<file path="config.mk">
export PLATFORM = sky130hd
export DESIGN_NAME = issue_operand_fetch
export DESIGN_NICKNAME = d
export VERILOG_FILES = /design/src/rtl/issue_operand_fetch.sv
export SDC_FILE = /design/constraint.sdc
export NUM_CORES = 2
export LEC_CHECK = 0
export CORE_AREA = 2 2 377 379
export CTS_BUF_LIST = sky130_fd_sc_hd__clkbuf_8
export DETAILED_ROUTE_END_ITERATION = 7
export DIE_AREA = 0 0 379 381
export SYNTH_ARGS = -nofsm -noshare
export SYNTH_HDL_FRONTEND = slang
export SYNTH_SLANG_ARGS = --single-unit
</file>
<file path="constraint.sdc">
create_clock -name clock -period 2.7 [get_ports clock]
set_input_delay 0.27 -clock clock [delete_from_list [all_inputs] [get_ports clock]]
set_output_delay 0.27 -clock clock [all_outputs]
set_load 0.005 [all_outputs]
</file>
<file path="src/rtl/issue_operand_fetch.sv">
// issue_operand_fetch: 3-wide operand-fetch stage between issue and execute.
//
// Each lane's two source registers go out as register-file read indices.
// The operands that come back are patched with same-cycle CDB results.
// This patch is needed because the register file only commits CDB writes at
// the next edge.
//
// Fetched bundles land in a 2-entry circular buffer. Because of this buffer,
// issue_ready depends only on registered occupancy and never on ex_ready.
//
// Ports:
//   clock, reset        rising-edge clock, asynchronous active-low reset
//   squash              pipeline flush: empties the buffer at the next edge
//   issue_valid/src1/src2/payload   upstream bundle (WAYS lanes)
//   issue_ready         buffer can take one bundle this cycle
//   rf_read_idx_1/2     register file read indices (mirror of issue_src1/2)
//   rf_read_out_1/2     register file read data, same cycle
//   cdb_tag, cdb_data   this cycle's three CDB writes (ZERO_PR tag = none)
//   ex_valid/src1_val/src2_val/payload   head bundle toward execute
//   ex_ready            execute consumes the head bundle this cycle

package issue_operand_fetch_pkg;
    typedef struct packed {
        logic [5:0] t0;
        logic [5:0] t1;
        logic [5:0] t2;
    } CDB_T_PACKET;
endpackage

module issue_operand_fetch
    import issue_operand_fetch_pkg::*;
#(
    parameter int XLEN      = 32,
    parameter int PR        = 6,
    parameter int WAYS      = 3,
    parameter int PAYLOAD_W = 64,
    parameter logic [PR-1:0] ZERO_PR = {PR{1'b0}}
) (
    input  logic                              clock,
    input  logic                              reset,
    input  logic                              squash,
    input  logic [WAYS-1:0]                   issue_valid,
    input  logic [WAYS-1:0][PR-1:0]           issue_src1,
    input  logic [WAYS-1:0][PR-1:0]           issue_src2,
    input  logic [WAYS-1:0][PAYLOAD_W-1:0]    issue_payload,
    output logic                              issue_ready,
    output logic [WAYS-1:0][PR-1:0]           rf_read_idx_1,
    output logic [WAYS-1:0][PR-1:0]           rf_read_idx_2,
    input  logic [WAYS-1:0][XLEN-1:0]         rf_read_out_1,
    input  logic [WAYS-1:0][XLEN-1:0]         rf_read_out_2,
    input  CDB_T_PACKET                       cdb_tag,
    input  logic [2:0][XLEN-1:0]              cdb_data,
    output logic [WAYS-1:0]                   ex_valid,
    output logic [WAYS-1:0][XLEN-1:0]         ex_src1_val,
    output logic [WAYS-1:0][XLEN-1:0]         ex_src2_val,
    output logic [WAYS-1:0][PAYLOAD_W-1:0]    ex_payload,
    input  logic                              ex_ready
);

    // Operand priority: hard-wired zero register, then CDB (lowest slot
    // first), then the register file.
    function automatic logic [XLEN-1:0] select_operand(
        input logic [PR-1:0]         src,
        input logic [2:0][PR-1:0]    tags,
        input logic [2:0][XLEN-1:0]  data,
        input logic [XLEN-1:0]       rf_val
    );
        logic [XLEN-1:0] result;
        if (src == ZERO_PR) begin
            result = {XLEN{1'b0}};
        end else if ((tags[0] != ZERO_PR) && (tags[0] == src)) begin
            result = data[0];
        end else if ((tags[1] != ZERO_PR) && (tags[1] == src)) begin
            result = data[1];
        end else if ((tags[2] != ZERO_PR) && (tags[2] == src)) begin
            result = data[2];
        end else begin
            result = rf_val;
        end
        return result;
    endfunction

    logic [2:0][PR-1:0]                    cdb_tags_s;
    logic [WAYS-1:0][XLEN-1:0]             fetch_src1_s;
    logic [WAYS-1:0][XLEN-1:0]             fetch_src2_s;
    logic                                  issue_fire_s;
    logic                                  ex_fire_s;
    logic [1:0]                            count_next_s;

    logic [1:0][WAYS-1:0]                  buf_valid_r;
    logic [1:0][WAYS-1:0][XLEN-1:0]        buf_src1_r;
    logic [1:0][WAYS-1:0][XLEN-1:0]        buf_src2_r;
    logic [1:0][WAYS-1:0][PAYLOAD_W-1:0]   buf_payload_r;
    logic                                  head_r;
    logic                                  tail_r;
    logic [1:0]                            count_r;

    assign cdb_tags_s    = {PR'(cdb_tag.t2), PR'(cdb_tag.t1), PR'(cdb_tag.t0)};
    assign rf_read_idx_1 = issue_src1;
    assign rf_read_idx_2 = issue_src2;

    // Ready is decoded from occupancy only, so a full buffer stalls issue
    // even when execute drains the head in the same cycle.
    assign issue_ready  = (count_r != 2'd2);
    assign issue_fire_s = issue_ready & (|issue_valid) & ~squash;
    assign ex_fire_s    = (count_r != 2'd0) & ex_ready;

    // Per-lane operand selection with CDB forwarding.
    always_comb begin
        fetch_src1_s = {(WAYS*XLEN){1'b0}};
        fetch_src2_s = {(WAYS*XLEN){1'b0}};
        for (int l = 0; l < WAYS; l++) begin
            fetch_src1_s[l] = select_operand(issue_src1[l], cdb_tags_s, cdb_data, rf_read_out_1[l]);
            fetch_src2_s[l] = select_operand(issue_src2[l], cdb_tags_s, cdb_data, rf_read_out_2[l]);
        end
    end

    // Occupancy update; simultaneous enqueue and dequeue leaves it unchanged.
    always_comb begin
        count_next_s = count_r;
        case ({issue_fire_s, ex_fire_s})
            2'b10:   count_next_s = count_r + 2'd1;
            2'b01:   count_next_s = count_r - 2'd1;
            default: count_next_s = count_r;
        endcase
    end

    // Head entry drives execute; lane valids are masked when the buffer is empty.
    always_comb begin
        ex_src1_val = buf_src1_r[head_r];
        ex_src2_val = buf_src2_r[head_r];
        ex_payload  = buf_payload_r[head_r];
        if (count_r != 2'd0) begin
            ex_valid = buf_valid_r[head_r];
        end else begin
            ex_valid = {WAYS{1'b0}};
        end
    end

    // Buffer storage and pointers. Squash only rewinds the control state.
    // Stale entry contents are never exposed, because ex_valid is masked by count.
    always_ff @(posedge clock or negedge reset) begin
        if (!reset) begin
            buf_valid_r   <= {(2*WAYS){1'b0}};
            buf_src1_r    <= {(2*WAYS*XLEN){1'b0}};
            buf_src2_r    <= {(2*WAYS*XLEN){1'b0}};
            buf_payload_r <= {(2*WAYS*PAYLOAD_W){1'b0}};
            head_r        <= 1'b0;
            tail_r        <= 1'b0;
            count_r       <= 2'd0;
        end else if (squash) begin
            head_r        <= 1'b0;
            tail_r        <= 1'b0;
            count_r       <= 2'd0;
        end else begin
            if (issue_fire_s) begin
                buf_valid_r[tail_r]   <= issue_valid;
                buf_src1_r[tail_r]    <= fetch_src1_s;
                buf_src2_r[tail_r]    <= fetch_src2_s;
                buf_payload_r[tail_r] <= issue_payload;
                tail_r                <= ~tail_r;
            end
            if (ex_fire_s) begin
                head_r <= ~head_r;
            end
            count_r <= count_next_s;
        end
    end

endmodule
</file>
After elaboration in Yosys (flattened, before gate mapping)
Index checks and enable logic that the tools add are counted.
{"block": "totals", "regBits": 778, "latch_bits": 0, "ramBits": 0, "rom_bits": 0, "inputBits": 541, "out_inout_bits": 424, "word_cells": 138, "n_memories": 0}
{"block": "op_classes", "n_addsub": 2, "n_mul": 0, "n_div": 0, "magnitude_cmp": 3, "n_eq_ne": 21, "n_shift": 0, "n_mux": 49, "n_bitwise": 6, "reduce_logical": 34}
{"op": "$mux 32", "count": 24}
{"op": "$mux 192", "count": 3}
{"op": "$mux 96", "count": 5}
{"op": "$bwmux 192", "count": 2}
{"op": "$bwmux 384", "count": 1}
{"op": "$demux 192 s1", "count": 1}
{"op": "$eq 6x6->1", "count": 18}
{"op": "$demux 96 s1", "count": 1}
{"op": "$logic_not 6->1", "count": 6}
{"op": "$logic_and 1x1->1", "count": 19}
{"op": "$reduce_bool 6->1", "count": 3}
{"op": "$mux 3", "count": 4}
{"op": "$bwmux 6", "count": 1}
{"op": "$reduce_bool 2->1", "count": 3}
{"op": "$lt 1x2->1 const B", "count": 2}
{"op": "$mux 1", "count": 4}
{"op": "$pmux 2 s2", "count": 1}
{"op": "$and 1x1->1", "count": 3}
{"op": "$demux 3 s1", "count": 1}
{"op": "$not 1->1", "count": 3}
{"op": "$reduce_bool 3->1", "count": 1}
{"op": "$reduce_or 3->1", "count": 1}
{"op": "$add 2x1->2 const B", "count": 1}
{"op": "$eq 2x1->1 const B", "count": 1}
{"op": "other kinds (6)", "count": 6}

Longest topological paths before layout
{"block": "depth", "depth_word": 7, "mapped_depth": 10, "ltp_nobuf": 7}

Least setup slack after synthesis
No wires, ideal clock.
{"block": "synth_path", "path_type": "input port to flip-flop", "from": "input port cdb_tag[3] (netlist name)", "to": "register buf_src1_r[0] (netlist name)", "setup_time_ns": 0.130, "t_arrival_ns": 2.239, "t_required_ns": 2.570, "path_slack_ns": 0.331, "cell_stages": 9, "n_path_buf": 3, "path_cell_list": "buf_2 > xor2_1 > or4_1 > or4_1 > buf_2 > buf_6 > a221oi_2 > o31a_1 > o21ai_1"}
{"block": "synth_via", "elab_chain_cells": 7, "elab_cells_between_ends": 8, "cone_classes": "eq/ne: 1; mux: 5; reduce/logical: 2"}
{"element": "from (decl)", "line": "51", "rtl": "input CDB_T_PACKET cdb_tag,"}
{"element": "$eq 6x6->1 or $reduce_bool 6->1 (tied branches)", "line": "75", "rtl": "end else if ((tags[2] != ZERO_PR) && (tags[2] == src)) begin"}
{"element": "$logic_and 1x1->1 *", "line": "75"}
{"element": "$mux 32 *", "line": "75"}
{"element": "$mux 32 *", "line": "73", "rtl": "end else if ((tags[1] != ZERO_PR) && (tags[1] == src)) begin"}
{"element": "$mux 32 *", "line": "71", "rtl": "end else if ((tags[0] != ZERO_PR) && (tags[0] == src)) begin"}
{"element": "$mux 32 *", "line": "69", "rtl": "if (src == ZERO_PR) begin"}
{"element": "$bwmux 192 *", "line": "158", "rtl": "buf_src1_r[tail_r] <= fetch_src1_s;"}
{"element": "to (signal assigned)", "line": "145", "rtl": "buf_src1_r <= {(2*WAYS*XLEN){1'b0}};"}
{"element": "to (signal, indexed assignment)", "line": "158"}
{"element": "to (decl)", "line": "91", "rtl": "logic [1:0][WAYS-1:0][XLEN-1:0] buf_src1_r;"}
Every way passes the cells marked *; elsewhere a longest branch is shown, timed or not.
A chain may end at the register's enable or synchronous reset.

==> summary.md <==
| Metric | Value |
|---|---|
| RePlAce Congestion | 0.9473 |
| DIE HEIGHT | 381 um |
| PortBufs | 964 |
| Core area | 140600 um^2 |
| Fmax | 326.4 MHz |
| Drt first-iter violations | 3804 |
| Reg power frac | 0.374 |
| Cell area power density | 745.2 nW/um^2 |
| Pin count of the biggest net entering global routing | 142 |
| DIE WIDTH | 379 um |
| Later-pin clock latency in the skew report | 0.89 ns |
| Cell variety after synth | 35 |
| Hold Startpoint | issue_payload[27] |
| Clock power frac | 0.284 |
| Worst EP required | 2.43 ns |
| Number of global-route vias before repair | 40570 |
| Synth-to-layout area growth | 49.57% |
| Seq/Total Area, Yosys | 0.4857 |
| Avg Cell Area, Syn | 8.883 um^2 |
| Nature of the critical path endpoint | output port |
| Synth top area cells | dfrtp_1 (49%), nand2_1 (17%), mux2_2 (11%) |
| Worst Hold Class | input port to flip-flop |
| Final Cycle Share | 1.135 |
| Post-Syn Area | 40080 um^2 |
| Final hold viol count | 0 |
| GRT Util Overall | 0.2691 |
| Worst setup margin | -0.3635 ns |
| Critical path type | flip-flop to output port |
| Flops & latches, synth | 778 |
| RSZ-0062 raised after global routing | true |
| Cell Int Power | 29.67 mW |
| TritonRoute pass-1 iters | 6 |
| Hpwl dp | 139.5 mm |
| Setup WS pre-CTS | -0.8032 ns |
| Minimum clock period | 3.063 ns |
| Status | finished with violations |
| Ys Warns | 0 |
| Startpoint Class | flip-flop |
| Yosys top cell by area | dfrtp_1 |
| First-pass GRT wire length | 285.5 mm |
| DIE AREA | 144400 um^2 |
| Root Buffer | clkbuf_8 |
| Worst hold slack | 0.1525 ns |
| Leakage power | 27.67 nW |
| Max-slew violation count | 0 |
| Routed WL per cell | 25.55 um |
| Switch Pwr | 15.00 mW |
| Worst slew margin | 0.2082 |
| IO Count | 965 |
| # Max-Cap Violations | 0 |
| Clk slew on worst S/H paths | 0.06 ns |
| CTS Buf Count | 148 |
| Final setup fails | 279 |
| Grt ovf | 0 |
| Layout cells sized above 1 | 0.1935 |
| Sw frac | 0.3358 |
| Detail Route Antenna Nets | 0 |
| Standard-cell rows | 138 |
| Post-place instance area | 53870 um^2 |
| WP data arrival | 2.79 ns |
| Combinational Power Share | 0.343 |
| Synth Instances | 4512 |
| Post-route design area | 59950 um^2 |
| CP max FO | 20 |
| Net Count, Synth | 5053 |
| Clk sink count | 778 |
| Tightest Pin Transition | 1.185 ns |
| Via-to-Cell Ratio | 5.162 |
| Failing checks | setup timing |
| Final Util | 0.4265 |
| R2r startpoint | count_r[1] |
| Vias | 40280 |
| Residual DRC | 0 |
| Crit. Startpoint | head_r |
| Clock Skews | 0.03727 ns |
| Initial Utilization | 0.2852 |
| Fin nets | 6313 |
| Total wire length | 199.4 mm |
| Maximum clock path buffer count | 3 |
| Max H-tree Level | 4 |
| Maximum vdd ir drop | 0.0004840 V |
| CTS tree | yes |
| Synth top area share | 0.4857 |
| Total power | 44.68 mW |
| Antenna violations before repair | 42 |
what timing repair did:
action	in CTS	in global routing
setup buffers	20	9
pin swaps	0	0
hold endpoints to repair	1021	0
gates resized for setup	315	191
endpoints found under the setup margin	387	377
cloned	10	5
hold buffers	198	0
routing by layer:
layer,global-route usage,up-vias,wire [um]
met5,0,-,64
met4,0.1505,10,11530
met3,0.09498,495,21490
met2,0.4065,2112,88300
met1,0.3323,19860,78030
li1,-,17800,-
through the flow:
| step | setup TNS [ns] | cells |
|---|---|---|
| CTS | -121.86 | 7762 |
| detailed placement | -181.66 | 7271 |
| floorplan | 0 | 4512 |
| global route | -83.52 | 7802 |
| finish | -50.02 | 7804 |
| global placement | -164.93 | 7271 |
cell families after synthesis:
kind of cell           after synthesis  synth area share
AND/OR/NAND/NOR                   2071            0.2010
buffers and inverters              387           0.04199
multiplexers                       388            0.1089
AO/OA/AOI/OAI                      777            0.1381
XOR/XNOR                           111           0.02426
flip-flops                         778            0.4857
state kept, by name, indices dropped and copies added, names as in the netlist:
register	flops
tail_r	1
buf_src2_r	192
count_r	2
buf_valid_r	6
head_r	1
buf_src1_r	192
buf_payload_r	384
Yosys cell counts, drive strengths merged:
cell,n
o31ai,1
xnor2,29
nor4,25
a21oi,1
buf,99
o21ai,385
o31a,192
nor3,4
nand4,8
nand2,1770
nor3b,6
clkbuf,287
xor2,82
a211oi,4
dfrtp,778
inv,1
or4b,5
or4,5
mux2,384
mux2i,4
nor2,207
or3,1
and2,5
a221oi,192
nor2b,33
o211ai,1
and4,2
o21bai,1
critical path, cell delays in order, from the launching register on:
cell and delay [ns]:
dfrtp_4 0.50, buf_16 0.22, buf_12 0.22, mux2_2 0.44, clkdlybuf4s50_1 0.47
power by group through the flow:
stage	combinational (mW)	clock (mW)	sequential, mW
after floorplan	6.41	0	16.3
after global placement	14.8	0	16.7
after detailed placement	14.9	0	16.8
after CTS	15.4	13.0	16.7
after global routing	16.5	13.5	17.1
final	15.3	12.7	16.7
layout make-up:
cell class	count	area, um^2
diodes	29	72.57
clock buffers	186	2560
clock inverters	77	615.6
fillers	13570	80600
inverters	1	3.754
multi-input cells	3347	19200
flip-flops and latches	778	19470
well taps	1890	2365
repair buffers	1496	15660
cell usage in the layout (no fill, tap or decap), types with 33 or more instances in the layout:
cell type,netlist,routed
a221oi_1,162,162
mux2_2,384,345
dfrtp_1,778,777
o21ai_0,213,213
clkbuf_2,0,46
dlygate4sd3_1,0,197
o21ai_1,172,172
mux2_4,0,39
dlygate4sd2_1,0,42
xor2_1,82,82
nand2_1,1770,1761
nor2_1,207,207
clkdlybuf4s50_1,0,739
nor2b_1,33,33
inv_1,1,40
dlymetal6s2s_1,0,50
clkbuf_8,0,186
buf_12,0,98
buf_6,4,35
buf_4,38,231
o31a_1,192,192
worst paths after layout:
path	slack [ns]	endpoint	depth (start not counted)
max	-0.36	ex_src2_val[75]	4
min	0.15	buf_payload_r[27]	3
max reg2reg	0.43	buf_payload_r[78]	8
min reg2reg	0.47	buf_payload_r[80]	2
max in group asynchronous	1.24	buf_src2_r[24]	5
min in group asynchronous	0.57	buf_payload_r[362]	3
(Power assumes the default switching activity.)
